<file path="config.mk">
export PLATFORM = sky130hd
export DESIGN_NAME = mb_sync_pacer
export DESIGN_NICKNAME = d
export VERILOG_FILES = /design/src/rtl/mb_sync_pacer.sv
export SDC_FILE = /design/constraint.sdc
export NUM_CORES = 1
export LEC_CHECK = 0
export ABC_AREA = 1
export CAP_MARGIN = 20
export CORE_ASPECT_RATIO = 1.2
export CORE_MARGIN = 10
export CORE_UTILIZATION = 55
export CTS_CLUSTER_SIZE = 14
export DETAILED_ROUTE_END_ITERATION = 16
export GPL_ROUTABILITY_DRIVEN = 0
export PLACE_DENSITY = 0.78
export SLEW_MARGIN = 20
export SYNTH_ARGS = -nofsm -noshare
export SYNTH_HDL_FRONTEND = slang
export SYNTH_SLANG_ARGS = --single-unit
</file>
<file path="constraint.sdc">
create_clock -name i_clock -period 3.5 [get_ports i_clock]
set_clock_uncertainty 0.1 [all_clocks]
set_input_delay 0.7 -clock i_clock [delete_from_list [all_inputs] [get_ports i_clock]]
set_output_delay 0.7 -clock i_clock [all_outputs]
set_load 0.02 [all_outputs]
</file>
<file path="src/rtl/mb_sync_pacer.sv">
// -----------------------------------------------------------------------------
// mb_sync_pacer
//
// Source-domain pacing stage that sits in front of mb_sync. A bursty producer
// pushes words through a valid/ready handshake into a small FIFO. The pacer
// re-emits those words as single-cycle o_valid pulses that are at least
// MIN_GAP clocks apart. o_data is registered and only changes on a send, so
// each word stays stable long enough for the destination domain to sample it.
//
// Ports
//   i_clock    : source-domain clock (same clock as mb_sync i_src_clock)
//   i_reset    : asynchronous, active-high reset
//   i_data     : producer data word
//   i_valid    : producer word valid
//   o_ready    : pacer can accept a word this cycle (registered level != DEPTH)
//   o_data     : paced data word, held between sends (to mb_sync i_data)
//   o_valid    : single-cycle send pulse (to mb_sync i_valid)
//   o_level    : FIFO occupancy, 0..DEPTH
//   o_overflow : sticky flag, a word was offered while o_ready was low
// -----------------------------------------------------------------------------
module mb_sync_pacer #(
  parameter int NB      = 8,
  parameter int MIN_GAP = 10,
  parameter int DEPTH   = 4
) (
  input  logic                     i_clock,
  input  logic                     i_reset,
  input  logic [NB-1:0]            i_data,
  input  logic                     i_valid,
  output logic                     o_ready,
  output logic [NB-1:0]            o_data,
  output logic                     o_valid,
  output logic [$clog2(DEPTH):0]   o_level,
  output logic                     o_overflow
);

  localparam int AW = $clog2(DEPTH);
  localparam int LW = AW + 1;
  localparam int GW = $clog2(MIN_GAP + 1);

  localparam logic [LW-1:0] LEVEL_FULL = LW'(DEPTH);
  localparam logic [GW-1:0] GAP_LOAD   = GW'(MIN_GAP - 1);

  typedef enum logic [1:0] {
    IDLE = 2'd0,
    SEND = 2'd1,
    WAIT = 2'd2
  } state_t;

  state_t          state_q;
  state_t          state_d;

  logic [NB-1:0]   mem [DEPTH];
  logic [AW-1:0]   wr_ptr;
  logic [AW-1:0]   rd_ptr;
  logic [LW-1:0]   level_q;
  logic [LW-1:0]   level_d;
  logic [GW-1:0]   gap_q;
  logic [GW-1:0]   gap_d;
  logic            overflow_q;

  logic            wr_en;
  logic            pop;

  logic [NB-1:0]   data_p1;
  logic            vld_p1;

  // Ready comes from the registered level only: a pop on the same edge does
  // not reopen a full FIFO, which keeps i_valid -> o_ready free of any path.
  assign o_ready = (level_q != LEVEL_FULL);
  assign wr_en   = i_valid && o_ready;

  // The state register mirrors (level, gap) exactly, so SEND means "FIFO
  // non-empty and gap expired" for the current cycle and the pop is taken
  // at the end of it.
  assign pop     = (state_q == SEND);

  always_comb begin
    level_d = level_q;
    gap_d   = gap_q;
    state_d = state_q;

    case ({wr_en, pop})
      2'b10:   level_d = level_q + LW'(1);
      2'b01:   level_d = level_q - LW'(1);
      default: level_d = level_q;
    endcase

    if (pop) begin
      gap_d = GAP_LOAD;
    end else if (gap_q != '0) begin
      gap_d = gap_q - GW'(1);
    end

    case (state_q)
      IDLE: begin
        if (level_d != '0) state_d = SEND;
        else               state_d = IDLE;
      end
      SEND, WAIT: begin
        // With MIN_GAP == 1 the load value is 0, so SEND can chain to SEND.
        if (gap_d != '0)        state_d = WAIT;
        else if (level_d != '0) state_d = SEND;
        else                    state_d = IDLE;
      end
      default: state_d = IDLE;
    endcase
  end

  always_ff @(posedge i_clock or posedge i_reset) begin
    if (i_reset) begin
      state_q    <= IDLE;
      level_q    <= '0;
      gap_q      <= '0;
      wr_ptr     <= '0;
      rd_ptr     <= '0;
      overflow_q <= 1'b0;
    end else begin
      state_q <= state_d;
      level_q <= level_d;
      gap_q   <= gap_d;
      if (wr_en) wr_ptr <= wr_ptr + AW'(1);
      if (pop)   rd_ptr <= rd_ptr + AW'(1);
      if (i_valid && !o_ready) overflow_q <= 1'b1;
    end
  end

  // FIFO storage has no reset; occupancy is tracked by level/pointers.
  always_ff @(posedge i_clock) begin
    if (wr_en) mem[wr_ptr] <= i_data;
  end

  // ---- stage p1: registered send pulse and held output word ----
  always_ff @(posedge i_clock or posedge i_reset) begin
    if (i_reset) begin
      vld_p1  <= 1'b0;
      data_p1 <= '0;
    end else begin
      vld_p1 <= pop;
      if (pop) data_p1 <= mem[rd_ptr];
    end
  end

  assign o_data     = data_p1;
  assign o_valid    = vld_p1;
  assign o_level    = level_q;
  assign o_overflow = overflow_q;

endmodule

</file>
; After elaboration in Yosys (flattened, before gate mapping)
; Memory sizes are Yosys's and may differ from the RTL's. A register that Yosys moved wholly into a read port is not among the register bits.
; Index checks and enable logic that the tools add are counted.
[totals]
ff_bits = 15
latchBits = 0
ramBits = 32
rom_bits = 0
in_bits = 11
out_inout_bits = 14
word_cells = 34
n_memories = 1
[mem_list]
columns = name, depth, width, rd, rd_clocked_by_memory_dff, write_ports, line
row1 = mem, 4, 8, 1, 1, 1, 53  ; logic [NB-1:0] mem [DEPTH];
[op_classes]
n_addsub = 5
mul = 0
div = 0
order_cmp = 0
n_eq_ne = 5
shifts = 0
n_mux = 8
bitwise_logic = 0
n_reduce_logical = 8
[ops]
columns = cell, count
row1 = $mux W4, 2
row2 = $reduce_bool A4 Y1, 2
row3 = $pmux W3 S2, 1
row4 = $add A2 B1 Y2 const B, 2
row5 = $eq A2 B1 Y1 const B, 2
row6 = $eq A2 B2 Y1 const B, 2
row7 = $pmux W2 S2, 1
row8 = $sub A4 B1 Y4 const B, 1
row9 = $add A3 B1 Y3 const B, 1
row10 = $mux W1, 3
row11 = $ne A3 B3 Y1 const B, 1
row12 = $reduce_bool A3 Y1, 1
row13 = $sub A3 B1 Y3 const B, 1
row14 = $logic_and A1 B1 Y1, 2
row15 = $logic_not A2 Y1, 1
row16 = $mux W2, 1
row17 = $reduce_or A2 Y1, 1
row18 = $logic_not A1 Y1, 1

; Depth between registers and ports, before layout
; Gate-level depths: netlist (run 1).
[logic_depth]
word_depth = 8
mapped_depth = 12
mapped_depth_nobuf = 12

; Worst setup path after synthesis (run 1)
; No wires, ideal clock.
[synth_path]
kind = register to register
start = register level_q[0], in the netlist o_level[0]
end = register state_q[0]
setup_ns = 0.121
arrival_time_ns = 2.260
required_time_ns = 3.279
path_slack_ns = 1.019
path_stages_with_launch = 11
path_buffers = 0
period_less_slack_ns = 2.481
path_cell_list = dfrtp_1 -> inv_1 -> nand3_1 -> nand2_2 -> ha_1 -> inv_1 -> fa_1 -> o21ai_0 -> or2_2 -> o21bai_1 -> a21oi_1
[synth_between]
elab_chain_len = 8
elab_cells_between_ends = 11
classes_between = 2 x add/sub / 3 x eq/ne / 4 x mux / 2 x reduce/logical
[synth_lines]
columns = element, line
row1 = from (decl), 56  ; logic [LW-1:0] level_q;
row2 = from (signal assigned), 120  ; level_q <= level_d;
row3 = $ne A3 B3 Y1 *, 70  ; assign o_ready = (level_q != LEVEL_FULL);
row4 = named net o_ready, 30  ; output logic o_ready,
row5 = $logic_and A1 B1 Y1 *, 71  ; assign wr_en = i_valid && o_ready;
row6 = $eq A2 B1 Y1 / $eq A2 B2 Y1 (equally long branches), 83  ; case ({wr_en, pop})
row7 = $pmux W3 S2 *, 83
row8 = named net level_d[1], 57  ; logic [LW-1:0] level_d;
row9 = $reduce_bool A3 Y1 *, "97, 103"
row10 = $mux W1 *, "97, 103"
row11 = $mux W2, 102  ; if (gap_d != '0) state_d = WAIT;
row12 = $pmux W2 S2 *, 95  ; case (state_q)
row13 = named net state_d[0], 51  ; state_t state_d;
row14 = to (signal assigned), 119  ; state_q <= state_d;
row15 = to (decl), 50  ; state_t state_q;
; Mark *: on every way through the listed nets, which the timed path passes. The rest lies on a longest branch.
; A chain may end at the register's enable or synchronous reset.

; Worst setup path after layout (run 1)
[layout_path]
start = input port i_valid
end = register state_q[0]
[layout_between]
elab_chain_len = 7
elab_cells_between_ends = 8
classes_between = 2 x eq/ne / 4 x mux / 2 x reduce/logical
[layout_lines]
columns = element, line
row1 = from (decl), 29  ; input logic i_valid,
row2 = $logic_and A1 B1 Y1 *, 71
row3 = $eq A2 B1 Y1 / $eq A2 B2 Y1 (equally long branches), 83
row4 = $pmux W3 S2 *, 83
row5 = named net level_d[1], 57
row6 = $reduce_bool A3 Y1 *, "97, 103"
row7 = $mux W1 *, "97, 103"
row8 = $mux W2, 102
row9 = $pmux W2 S2 *, 95
row10 = named net state_d[0], 51
; Marks and branches as above.

==> insert_results.sql, run 1 <==
INSERT INTO impl_metrics (metric_group, metric, value, unit) VALUES
('logic_synthesis', 'synthesis.yosys.warnings', '0', ''),
('setup_path', 'endpoint_kind', 'register', ''),
('floorplan', 'starting_density_of_the_core', '58.20', '%'),
('layout', 'finish.net_count', '255', ''),
('floorplan', 'rows', '25', ''),
('clocking', 'clk_pin_slew', '90', 'ps'),
('logic_synthesis', 'synth.most_common_cell', 'sky130_fd_sc_hd__nor2_1', ''),
('timing', 'worst_pin_slew', '865.9', 'ps'),
('timing', 'slew_viol_final', '0', ''),
('clocking', 'tritoncts', 'yes', ''),
('floorplan', 'die_area', '0.007294', 'mm2'),
('floorplan', 'ios', '25', ''),
('timing', 'grt_setup_unrepaired', 'no', ''),
('place', 'place.port_buffers', '24', ''),
('setup_path', 'critical_path.n_buffers_inverters', '2', ''),
('hold_path', 'hold_start', 'o_overflow', ''),
('logic_synthesis', 'ys_types', '27', ''),
('drt', 'drt_drc', '0', ''),
('status', 'outcome', 'finished clean', ''),
('power_and_ir_drop', 'vdd_drop_max', '0.0004457', 'V'),
('drt', 'routed-via-count', '1438', ''),
('drt', 'final_antenna_net_count', '0', ''),
('timing', 'timing.final.hold_violations', '0', ''),
('timing', 'worst_slack', '1035', 'ps'),
('clocking', 'cts-buffers-inserted', '5', ''),
('place', 'post-dp-hpwl', '2770', 'um'),
('logic_synthesis', 'post_synth_inst_count', '207', ''),
('setup_path', 'max_stage_delay', '470', 'ps'),
('setup_path', 'critical_path_arrival', '2560', 'ps'),
('logic_synthesis', 'synth_async_sr_flop_share', '41.82', '%'),
('clocking', 'postCtsSetupRepairBufs', '0', ''),
('logic_synthesis', 'synth_area', '0.002349', 'mm2'),
('setup_path', 'crit_chain', 'clkdlybuf4s50_1, nand2_2, ha_1, inv_1, fa_1, o21ai_0, or2_2, o21bai_1, a21oi_1', ''),
('layout', 'layout.core_utilization', '67.26', '%'),
('drt', 'vias_per_cell', '4.976', ''),
('power_and_ir_drop', 'leakage', '1.099', 'nW'),
('global_routing', 'antenna_found_initial', '0', ''),
('timing', 'clock.fmax', '0.4056', 'GHz'),
('floorplan', 'die_w', '79.65', 'um'),
('place', 'setup_ws_pre_cts', '708.0', 'ps'),
('logic_synthesis', 'synth-edff-count', '32', ''),
('drt', 'routed_wirelength', '3996', 'um'),
('clocking', 'root_buffer', 'sky130_fd_sc_hd__clkbuf_8', ''),
('hold_path', 'worst_hold_path.endpoint', 'o_overflow', ''),
('global_routing', 'grt_pass1_wl', '6844', 'um'),
('layout', 'antennaDiodeCount', '0', ''),
('timing', 'setup_violations', '0', ''),
('setup_path', 'critical_path.startpoint_type', 'primary input', ''),
('clocking', 'clk_path_buf_depth', '2', ''),
('clocking', 'cts-resized-gates', '0', ''),
('timing', 'period_share', '70.44', '%'),
('setup_path', 'reg2reg_slack', '1130', 'ps'),
('floorplan', 'die-height', '91.58', 'um'),
('timing', 'totalNegativeSetupSlack', '0', 'ps'),
('setup_path', 'critical_path_type', 'in2reg', ''),
('setup_path', 'reg2reg_depth', '10', ''),
('logic_synthesis', 'netlist_top_cells_area', 'sky130_fd_sc_hd__edfxtp_1 (41%), sky130_fd_sc_hd__dfrtp_1 (25%), sky130_fd_sc_hd__nor2_1 (7.4%), sky130_fd_sc_hd__ha_1 (4.8%), sky130_fd_sc_hd__inv_1 (3.2%)', ''),
('logic_synthesis', 'synth_commonest_cells', 'sky130_fd_sc_hd__nor2_1 (46), sky130_fd_sc_hd__edfxtp_1 (32), sky130_fd_sc_hd__dfrtp_1 (23), sky130_fd_sc_hd__inv_1 (20), sky130_fd_sc_hd__o21ai_0 (15)', ''),
('global_routing', 'grt_overflow', '0', ''),
('job', 'maxCapViolCount', '0', ''),
('logic_synthesis', 'synth_top_area_share', '40.92', '%'),
('timing', 'relSlewSlack', '42.21', '%'),
('power_and_ir_drop', 'powerDensity', '874.3', 'mW/mm2'),
('clocking', 'cts_max_level', '2', ''),
('global_routing', 'first_global_vias', '1492', ''),
('global_routing', 'grt_max_degree', '24', ''),
('power_and_ir_drop', 'design_power_total', '0.002373', 'W'),
('drt', 'routed_len_inst', '13.83', 'um'),
('floorplan', 'design.core.area', '0.004035', 'mm2'),
('clocking', 'insertion_delay', '300', 'ps'),
('setup_path', 'path_max_fanout', '8', '');
-- flip-flops by register name, summed over array words and instances (netlist names) --
name and flops:
wr_ptr 2, o_data 8, rd_ptr 2, gap_q 4, o_valid 1, state_q 2
mem 32, o_overflow 1, o_level 3
-- through the flow --
step           instance area [um2]  instances
2_1_floorplan                 2349        207
3_3_place_gp                  2633        281
3_5_place_dp                  2633        281
4_1_cts                       2714        289
5_1_grt                       2714        289
6_report                      2714        289
-- layout make-up --
| class | instances | area (um2) |
|---|---|---|
| flip-flops and latches | 55 | 1536 |
| fillers | 306 | 1321 |
| multi-input cells | 123 | 685.7 |
| repair buffers | 26 | 255.2 |
| inverters | 23 | 87.58 |
| clock buffers | 7 | 76.32 |
| well taps | 54 | 67.56 |
| clock inverters | 1 | 5.005 |
-- power breakdown --
part           internal, W  total (W)  switching, W
sequential        0.000904    0.00105      0.000145
combinational     0.000412    0.00100      0.000590
clock             0.000141   0.000323      0.000182
total              0.00146    0.00237      0.000916
-- cells by family (layout without fill, tap and decap cells) --
kind of cell / after synthesis / after routing / synth area share (%)
AND/OR/NAND/NOR: 76 / 76 / 14.17
flip-flops: 55 / 55 / 65.42
AO/OA/AOI/OAI: 33 / 33 / 7.885
buffers and inverters: 29 / 57 / 5.380
adder cells (fa/ha/maj): 10 / 10 / 5.647
XOR/XNOR: 4 / 4 / 1.492
-- placed cells by master, fill, tap and decap left out, drive strengths merged --
cell type / instances
a21boi: 2
a21oi: 4
a31oi: 8
buf: 2
clkbuf: 7
clkdlybuf4s50: 24
clkinv: 2
dfrtp: 23
edfxtp: 32
fa: 1
ha: 9
inv: 22
nand2: 15
nand3: 8
nand4: 1
nor2: 50
o21ai: 17
o21bai: 2
or2: 2
xnor2: 1
xor2: 3
-- per-layer routing --
metal  track usage, %  wire [um]  vias to the layer above
met1            12.33       1555                      678
met5                0          0                        -
met3            2.860        147                        4
li1                 -          -                      737
met2            22.30       2254                       19
met4            4.192         39                        0
-- worst max-delay path by stage --
stage | endpoint | startpoint | depth (start not counted)
finish | state_q[0] | i_valid | 9
CTS | state_q[0] | i_valid | 9
global route | state_q[0] | i_valid | 9
floorplan | state_q[0] | o_level[0] | 10
global placement | state_q[0] | i_valid | 9
detailed placement | state_q[0] | i_valid | 9
Power figures use the tool's default switching activity.
==> inputs of run 2 (changes only) <==
--- a/config.mk
+++ b/config.mk
@@ -9,11 +9,11 @@
 export CAP_MARGIN = 20
 export CORE_ASPECT_RATIO = 1.2
 export CORE_MARGIN = 10
-export CORE_UTILIZATION = 55
+export CORE_UTILIZATION = 50
 export CTS_CLUSTER_SIZE = 14
 export DETAILED_ROUTE_END_ITERATION = 16
 export GPL_ROUTABILITY_DRIVEN = 0
-export PLACE_DENSITY = 0.78
+export PLACE_DENSITY = 0.75
 export SLEW_MARGIN = 20
 export SYNTH_ARGS = -nofsm -noshare
 export SYNTH_HDL_FRONTEND = slang
==> constraint.sdc (replaced) <==
create_clock -name i_clock -period 2 [get_ports i_clock]
set_clock_uncertainty 0.1 [all_clocks]
set_input_delay 0.4 -clock i_clock [delete_from_list [all_inputs] [get_ports i_clock]]
set_output_delay 0.4 -clock i_clock [all_outputs]
set_load 0.02 [all_outputs]
==> insert_results.sql, run 2 (synthesis gave the netlist of run 1 again) <==
INSERT INTO impl_metrics (metric_group, metric, value, unit) VALUES
('clocking', 'cts-buffers-inserted', '5', ''),
('clocking', 'clk_pin_slew', '100', 'ps'),
('setup_path', 'critical_path_type', 'in2reg', ''),
('setup_path', 'reg2reg_slack', '-30', 'ps'),
('layout', 'fill_cells', '364', ''),
('place', 'place.port_buffers', '24', ''),
('setup_path', 'critical_path_arrival', '2140', 'ps'),
('drt', 'first_pass_iters', '4', ''),
('timing', 'grt_setup_unrepaired', 'yes', ''),
('job', 'maxCapViolCount', '0', ''),
('clocking', 'cts_hold_buf', '0', ''),
('power_and_ir_drop', 'vdd_drop_max', '0.0007425', 'V'),
('timing', 'relSlewSlack', '75.04', '%'),
('clocking', 'tritoncts', 'yes', ''),
('layout', 'final_cell_area', '0.002899', 'mm2'),
('global_routing', 'grt_use_total', '12.24', '%'),
('floorplan', 'starting_density_of_the_core', '51.50', '%'),
('floorplan', 'die-height', '95.08', 'um'),
('floorplan', 'design.core.area', '0.004561', 'mm2'),
('status', 'violations', 'negative setup slack', ''),
('global_routing', 'gr-usage-met1', '12.79', '%'),
('setup_path', 'critical_path_required', '2100', 'ps'),
('layout', 'layout.cells.most_common_list', 'sky130_fd_sc_hd__nor2_1 (46), sky130_fd_sc_hd__edfxtp_1 (32), sky130_fd_sc_hd__clkdlybuf4s50_1 (23), sky130_fd_sc_hd__dfrtp_1 (21), sky130_fd_sc_hd__buf_4 (17)', ''),
('timing', 'final_critical_path_time_including_i_o_delays_and_setup', '2037', 'ps'),
('timing', 'setup_violations', '1', ''),
('hold_path', 'min_path_type', 'in2async', ''),
('setup_path', 'endpoint_kind', 'register', ''),
('timing', 'worst_slack', '-37.28', 'ps'),
('timing', 'worst_pin_slew', '374.4', 'ps'),
('floorplan', 'die_w', '82.57', 'um'),
('place', 'place_area', '0.002750', 'mm2'),
('timing', 'period_share', '101.9', '%'),
('place', 'post-dp-hpwl', '2990', 'um'),
('power_and_ir_drop', 'power_frac_clock', '13.4', '%'),
('timing', 'timing.final.hold_violations', '0', ''),
('drt', 'vias_per_cell', '5.055', ''),
('drt', 'drt_drc', '0', ''),
('floorplan', 'die_area', '0.007850', 'mm2'),
('power_and_ir_drop', 'power_switching_share', '38.91', '%'),
('clocking', 'cts_num_sinks', '55', ''),
('clocking', 'insertion_delay', '310', 'ps'),
('clocking', 'clk_path_buf_depth', '2', ''),
('power_and_ir_drop', 'combPwrFrac', '46.4', '%'),
('layout', 'drive_above_1_share', '19.60', '%'),
('floorplan', 'ios', '25', ''),
('timing', 'clock.fmax', '0.4909', 'GHz'),
('power_and_ir_drop', 'leakage', '1.181', 'nW'),
('layout', 'mostFrequentLayoutCell', 'sky130_fd_sc_hd__nor2_1', ''),
('power_and_ir_drop', 'power.switching', '0.001757', 'W'),
('clocking', 'cts_max_level', '2', ''),
('drt', 'final_antenna_net_count', '0', ''),
('global_routing', 'global_route.usage.met2', '22.47', '%'),
('global_routing', 'grt_max_degree', '24', ''),
('power_and_ir_drop', 'powerDensity', '1558', 'mW/mm2'),
('global_routing', 'antenna_found_initial', '0', ''),
('setup_path', 'path_max_fanout', '2', ''),
('drt', 'routed-via-count', '1557', ''),
('timing', 'timing.hold.ws', '324.6', 'ps'),
('global_routing', 'global_route.usage.met3', '3.672', '%'),
('layout', 'layout-area-overhead-vs-synth', '23.44', '%'),
('drt', 'detailedRoute.firstIterationViolations', '89', ''),
('floorplan', 'rows', '27', ''),
('global_routing', 'first_global_vias', '1572', ''),
('power_and_ir_drop', 'design_power_total', '0.004516', 'W'),
('global_routing', 'grt_pass1_wl', '7300', 'um'),
('clocking', 'root_buffer', 'sky130_fd_sc_hd__clkbuf_8', ''),
('power_and_ir_drop', 'internal_power', '0.002759', 'W'),
('layout', 'antennaDiodeCount', '0', ''),
('drt', 'routed_wirelength', '4283', 'um'),
('drt', 'routed_len_inst', '13.91', 'um'),
('timing', 'slew_viol_final', '0', ''),
('status', 'outcome', 'finished, violations left', ''),
('setup_path', 'critical_path.startpoint_type', 'primary input', ''),
('global_routing', 'grt_overflow', '0', ''),
('global_routing', 'grt-busiest-layer', 'met2', ''),
('place', 'setup_ws_pre_cts', '-320.2', 'ps'),
('layout', 'finish.net_count', '270', ''),
('layout', 'largest_register_ff_count', '32', ''),
('power_and_ir_drop', 'power.share.sequential', '40.2', '%'),
('layout', 'max_flop_register', 'mem', '');
## run 2: cell types whose count changed in the layout (fill, tap and decap cells not counted), sizes merged
| cell | delta |
|---|---|
| inv | +1 |
| dlymetal6s2s | +1 |
| clkdlybuf4s50 | -1 |
| buf | +15 |
| clkinv | +1 |
| clkbuf | -2 |
## run 2: power by group through the flow
stage	logic [W]	registers [W]	clock network, W
2_1_floorplan	0.00125	0.00191	0
3_3_place_gp	0.00195	0.00183	0
3_5_place_dp	0.00202	0.00184	0
4_1_cts	0.00210	0.00182	0.000614
5_1_grt	0.00236	0.00187	0.000667
6_report	0.00210	0.00182	0.000603
## run 2: layer usage
metal / vias to the layer above / share of wire (%) / wire length, um
met3: 6 / 5.1 / 219
li1: 765 / - / -
met4: 0 / 0.79 / 34
met5: - / 0 / 0
met2: 34 / 55 / 2336
met1: 752 / 40 / 1692
## run 2: path summary, 6_finish.rpt
path / depth (start not counted) / to / start
min reg2reg: 1 / o_overflow / o_overflow
max in group asynchronous: 3 / o_level[0] / i_reset
min: 3 / wr_ptr[0] / i_reset
max reg2reg: 10 / state_q[0] / o_level[1]
min in group i_clock: 1 / o_overflow / o_overflow
max: 9 / state_q[0] / i_valid
## run 2: worst max-delay path, cell delays in order
cell and delay (ps):
sky130_fd_sc_hd__clkdlybuf4s50_1 470, sky130_fd_sc_hd__nand2_4 110, sky130_fd_sc_hd__ha_4 120, sky130_fd_sc_hd__inv_2 40, sky130_fd_sc_hd__fa_2 520, sky130_fd_sc_hd__o21ai_2 70
sky130_fd_sc_hd__or2_4 240, sky130_fd_sc_hd__o21bai_1 130, sky130_fd_sc_hd__a21oi_1 50
## run 2: cell type report
type	instances	area, um2	area share [%]
Clock buffer	5	68.82	2.374
Inverter	23	90.09	3.107
Multi-Input combinational cell	123	739.5	25.51
Sequential cell	55	1539	53.09
Tap cell	58	72.57	2.503
Timing Repair Buffer	41	370.4	12.78
Clock inverter	3	18.77	0.6474
## run 2: repair_timing
item / in CTS / in global routing
pin swaps: 0 / 2
resized for setup: 4 / 3
endpoints found under the setup margin: 2 / 2
hold endpoints to repair: 0 / 0
setup buffers: 3 / 2
## run 2: per-stage QoR
step / std cells / setup TNS [ps] / util [%]
6_report: 308 / -37.28 / 63.57
5_1_grt: 308 / -129.8 / 63.57
4_1_cts: 306 / -14.83 / 63.13
3_5_place_dp: 295 / -457.3 / 60.30
3_3_place_gp: 295 / -338.3 / 60.30
2_1_floorplan: 207 / -118.6 / -
==> inputs of run 3 (changes only) <==
--- a/config.mk
+++ b/config.mk
@@ -8,12 +8,13 @@
 export ABC_AREA = 1
 export CAP_MARGIN = 20
 export CORE_ASPECT_RATIO = 1.2
-export CORE_MARGIN = 10
-export CORE_UTILIZATION = 50
+export CORE_MARGIN = 3
+export CORE_UTILIZATION = 55
 export CTS_CLUSTER_SIZE = 14
 export DETAILED_ROUTE_END_ITERATION = 16
 export GPL_ROUTABILITY_DRIVEN = 0
-export PLACE_DENSITY = 0.75
+export GPL_TIMING_DRIVEN = 0
+export PLACE_DENSITY = 0.78
 export SLEW_MARGIN = 20
 export SYNTH_ARGS = -nofsm -noshare
 export SYNTH_HDL_FRONTEND = slang
==> constraint.sdc (replaced) <==
create_clock -name i_clock -period 2.18 [get_ports i_clock]
set_clock_uncertainty 0.1 [all_clocks]
set_input_delay 0.436 -clock i_clock [delete_from_list [all_inputs] [get_ports i_clock]]
set_output_delay 0.436 -clock i_clock [all_outputs]
set_load 0.02 [all_outputs]
==> insert_results.sql, run 3 (synthesis gave the netlist of run 1 again) <==
INSERT INTO impl_metrics (metric_group, metric, value, unit) VALUES
('timing', 'grt_setup_unrepaired', 'no', ''),
('layout', 'largest_register_ff_count', '32', ''),
('power_and_ir_drop', 'vdd_drop_max', '0.0007795', 'V'),
('floorplan', 'die-height', '77.58', 'um'),
('place', 'place.port_buffers', '24', ''),
('layout', 'layout.cells.most_common_list', 'sky130_fd_sc_hd__nor2_1 (46), sky130_fd_sc_hd__edfxtp_1 (32), sky130_fd_sc_hd__clkdlybuf4s50_1 (24), sky130_fd_sc_hd__dfrtp_1 (21), sky130_fd_sc_hd__inv_1 (16)', ''),
('drt', 'drt_drc', '0', ''),
('global_routing', 'grt_max_degree', '24', ''),
('layout', 'layout.cells.non_filler', '296', ''),
('clocking', 'cts_max_level', '2', ''),
('drt', 'detailedRoute.firstIterationViolations', '72', ''),
('clocking', 'clk_path_buf_depth', '2', ''),
('layout', 'drive_above_1_share', '17.36', '%'),
('floorplan', 'die_w', '65.65', 'um'),
('clocking', 'root_buffer', 'sky130_fd_sc_hd__clkbuf_8', ''),
('status', 'outcome', 'finished clean', ''),
('global_routing', 'grt_overflow', '0', ''),
('clocking', 'clk_pin_slew', '100', 'ps'),
('setup_path', 'endpoint_kind', 'register', ''),
('drt', 'routed-via-count', '1549', ''),
('layout', 'max_flop_register', 'mem', ''),
('floorplan', 'rows', '25', ''),
('power_and_ir_drop', 'leakage', '1.151', 'nW'),
('global_routing', 'first_global_vias', '1596', ''),
('setup_path', 'critical_path_required', '2280', 'ps'),
('layout', 'layout-area-overhead-vs-synth', '21.79', '%'),
('timing', 'worst_pin_slew', '907.7', 'ps'),
('setup_path', 'critical_path_type', 'reg2reg', ''),
('timing', 'setup_violations', '0', ''),
('timing', 'final_critical_path_time_including_i_o_delays_and_setup', '2104', 'ps'),
('layout', 'antennaDiodeCount', '0', ''),
('place', 'place_inst', '285', ''),
('floorplan', 'die_area', '0.005093', 'mm2'),
('setup_path', 'critical_path_arrival', '2210', 'ps'),
('floorplan', 'starting_density_of_the_core', '58.20', '%'),
('timing', 'clock.fmax', '0.4752', 'GHz'),
('clocking', 'tritoncts', 'yes', ''),
('drt', 'vias_per_cell', '5.233', ''),
('timing', 'slew_viol_final', '0', ''),
('global_routing', 'antenna_found_initial', '0', ''),
('timing', 'relSlewSlack', '39.42', '%'),
('floorplan', 'design.core.area', '0.004035', 'mm2'),
('setup_path', 'critical_path.startpoint_type', 'register', ''),
('clocking', 'cts_num_sinks', '55', ''),
('timing', 'timing.final.hold_violations', '0', ''),
('global_routing', 'grt_use_total', '19.02', '%'),
('power_and_ir_drop', 'powerDensity', '1489', 'mW/mm2'),
('hold_path', 'min_path_type', 'reg2reg', ''),
('job', 'maxCapViolCount', '0', ''),
('clocking', 'cts-buffers-inserted', '5', ''),
('timing', 'totalNegativeSetupSlack', '0', 'ps'),
('timing', 'period_share', '96.53', '%'),
('drt', 'routed_wirelength', '4383', 'um'),
('clocking', 'insertion_delay', '310', 'ps'),
('layout', 'finish.net_count', '262', ''),
('clocking', 'cts_hold_buf', '0', ''),
('floorplan', 'ios', '25', ''),
('layout', 'layout.core_utilization', '70.88', '%'),
('layout', 'mostFrequentLayoutCell', 'sky130_fd_sc_hd__nor2_1', ''),
('setup_path', 'path_max_fanout', '3', ''),
('drt', 'first_pass_iters', '4', ''),
('drt', 'final_antenna_net_count', '0', ''),
('layout', 'fill_cells', '293', ''),
('place', 'post-dp-hpwl', '2960', 'um'),
('drt', 'routed_len_inst', '14.81', 'um'),
('global_routing', 'grt_pass1_wl', '7265', 'um');
[run 3: final cells by class]
cell class	instances	area [um2]	area share [%]
buffer	6	38.79	1.356
clock buffer	6	82.58	2.887
clock inverter	2	35.03	1.225
inverter	23	95.09	3.325
multi-input combinational	123	739.5	25.85
sequential	55	1539	53.81
tap	54	67.56	2.362
timing repair buffer	27	262.8	9.186
[run 3: metrics by stage]
| step | total power [W] | area [um2] | hold WS [ps] | worst slack (ps) |
|---|---|---|---|---|
| detailed placement | 0.003475 | 2689 | 365.7 | -322.1 |
| floorplan | 0.002874 | 2381 | 337.8 | 10.16 |
| finish | 0.004257 | 2860 | 383.2 | 75.71 |
| global route | 0.004570 | 2860 | 422.6 | 3.337 |
| global placement | 0.003398 | 2689 | 360.6 | -280.8 |
| CTS | 0.004183 | 2826 | 391.8 | 39.14 |
[run 3: what timing repair did]
action,in CTS,in global routing
buffers inserted,1,2
gates resized for setup,2,8
pin swaps,1,5
endpoints found under the setup margin,1,1
[run 3: worst max-delay path, cell delays in order, from the launching register on]
cell                       delay [ps]
sky130_fd_sc_hd__dfrtp_2          450
sky130_fd_sc_hd__inv_4             80
sky130_fd_sc_hd__nand3_4           80
sky130_fd_sc_hd__nand2_4           90
sky130_fd_sc_hd__ha_4             140
sky130_fd_sc_hd__inv_4             40
sky130_fd_sc_hd__fa_2             530
sky130_fd_sc_hd__o21ai_2           60
sky130_fd_sc_hd__or2_4            240
sky130_fd_sc_hd__o21bai_1         140
sky130_fd_sc_hd__a21oi_1           50
[run 3: power by group]
group / switching [W] / internal [W] / leakage (nW)
sequential: 0.000182 / 0.00146 / 0.556
clock: 0.000322 / 0.000372 / 0.0612
combinational: 0.00112 / 0.000801 / 0.534
[run 3: final timing paths]
kind	start	end	slack, ps	cells past startpoint
worst max-delay path	o_level[1]	state_q[0]	80	10
worst min register to register	o_overflow	o_overflow	380	1
min in group asynchronous	i_reset	o_level[0]	540	2
worst min-delay path	o_overflow	o_overflow	380	1
max in group asynchronous	i_reset	o_level[1]	840	2
worst max register to register	o_level[1]	state_q[0]	80	10
[run 3: metal layers]
metal	GRT usage, %	wire [um]	vias to the layer above
li1	-	-	757
met1	21.05	1687	744
met2	35.61	2490	42
met3	4.052	150	6
met4	5.394	55	0
met5	0	0	-
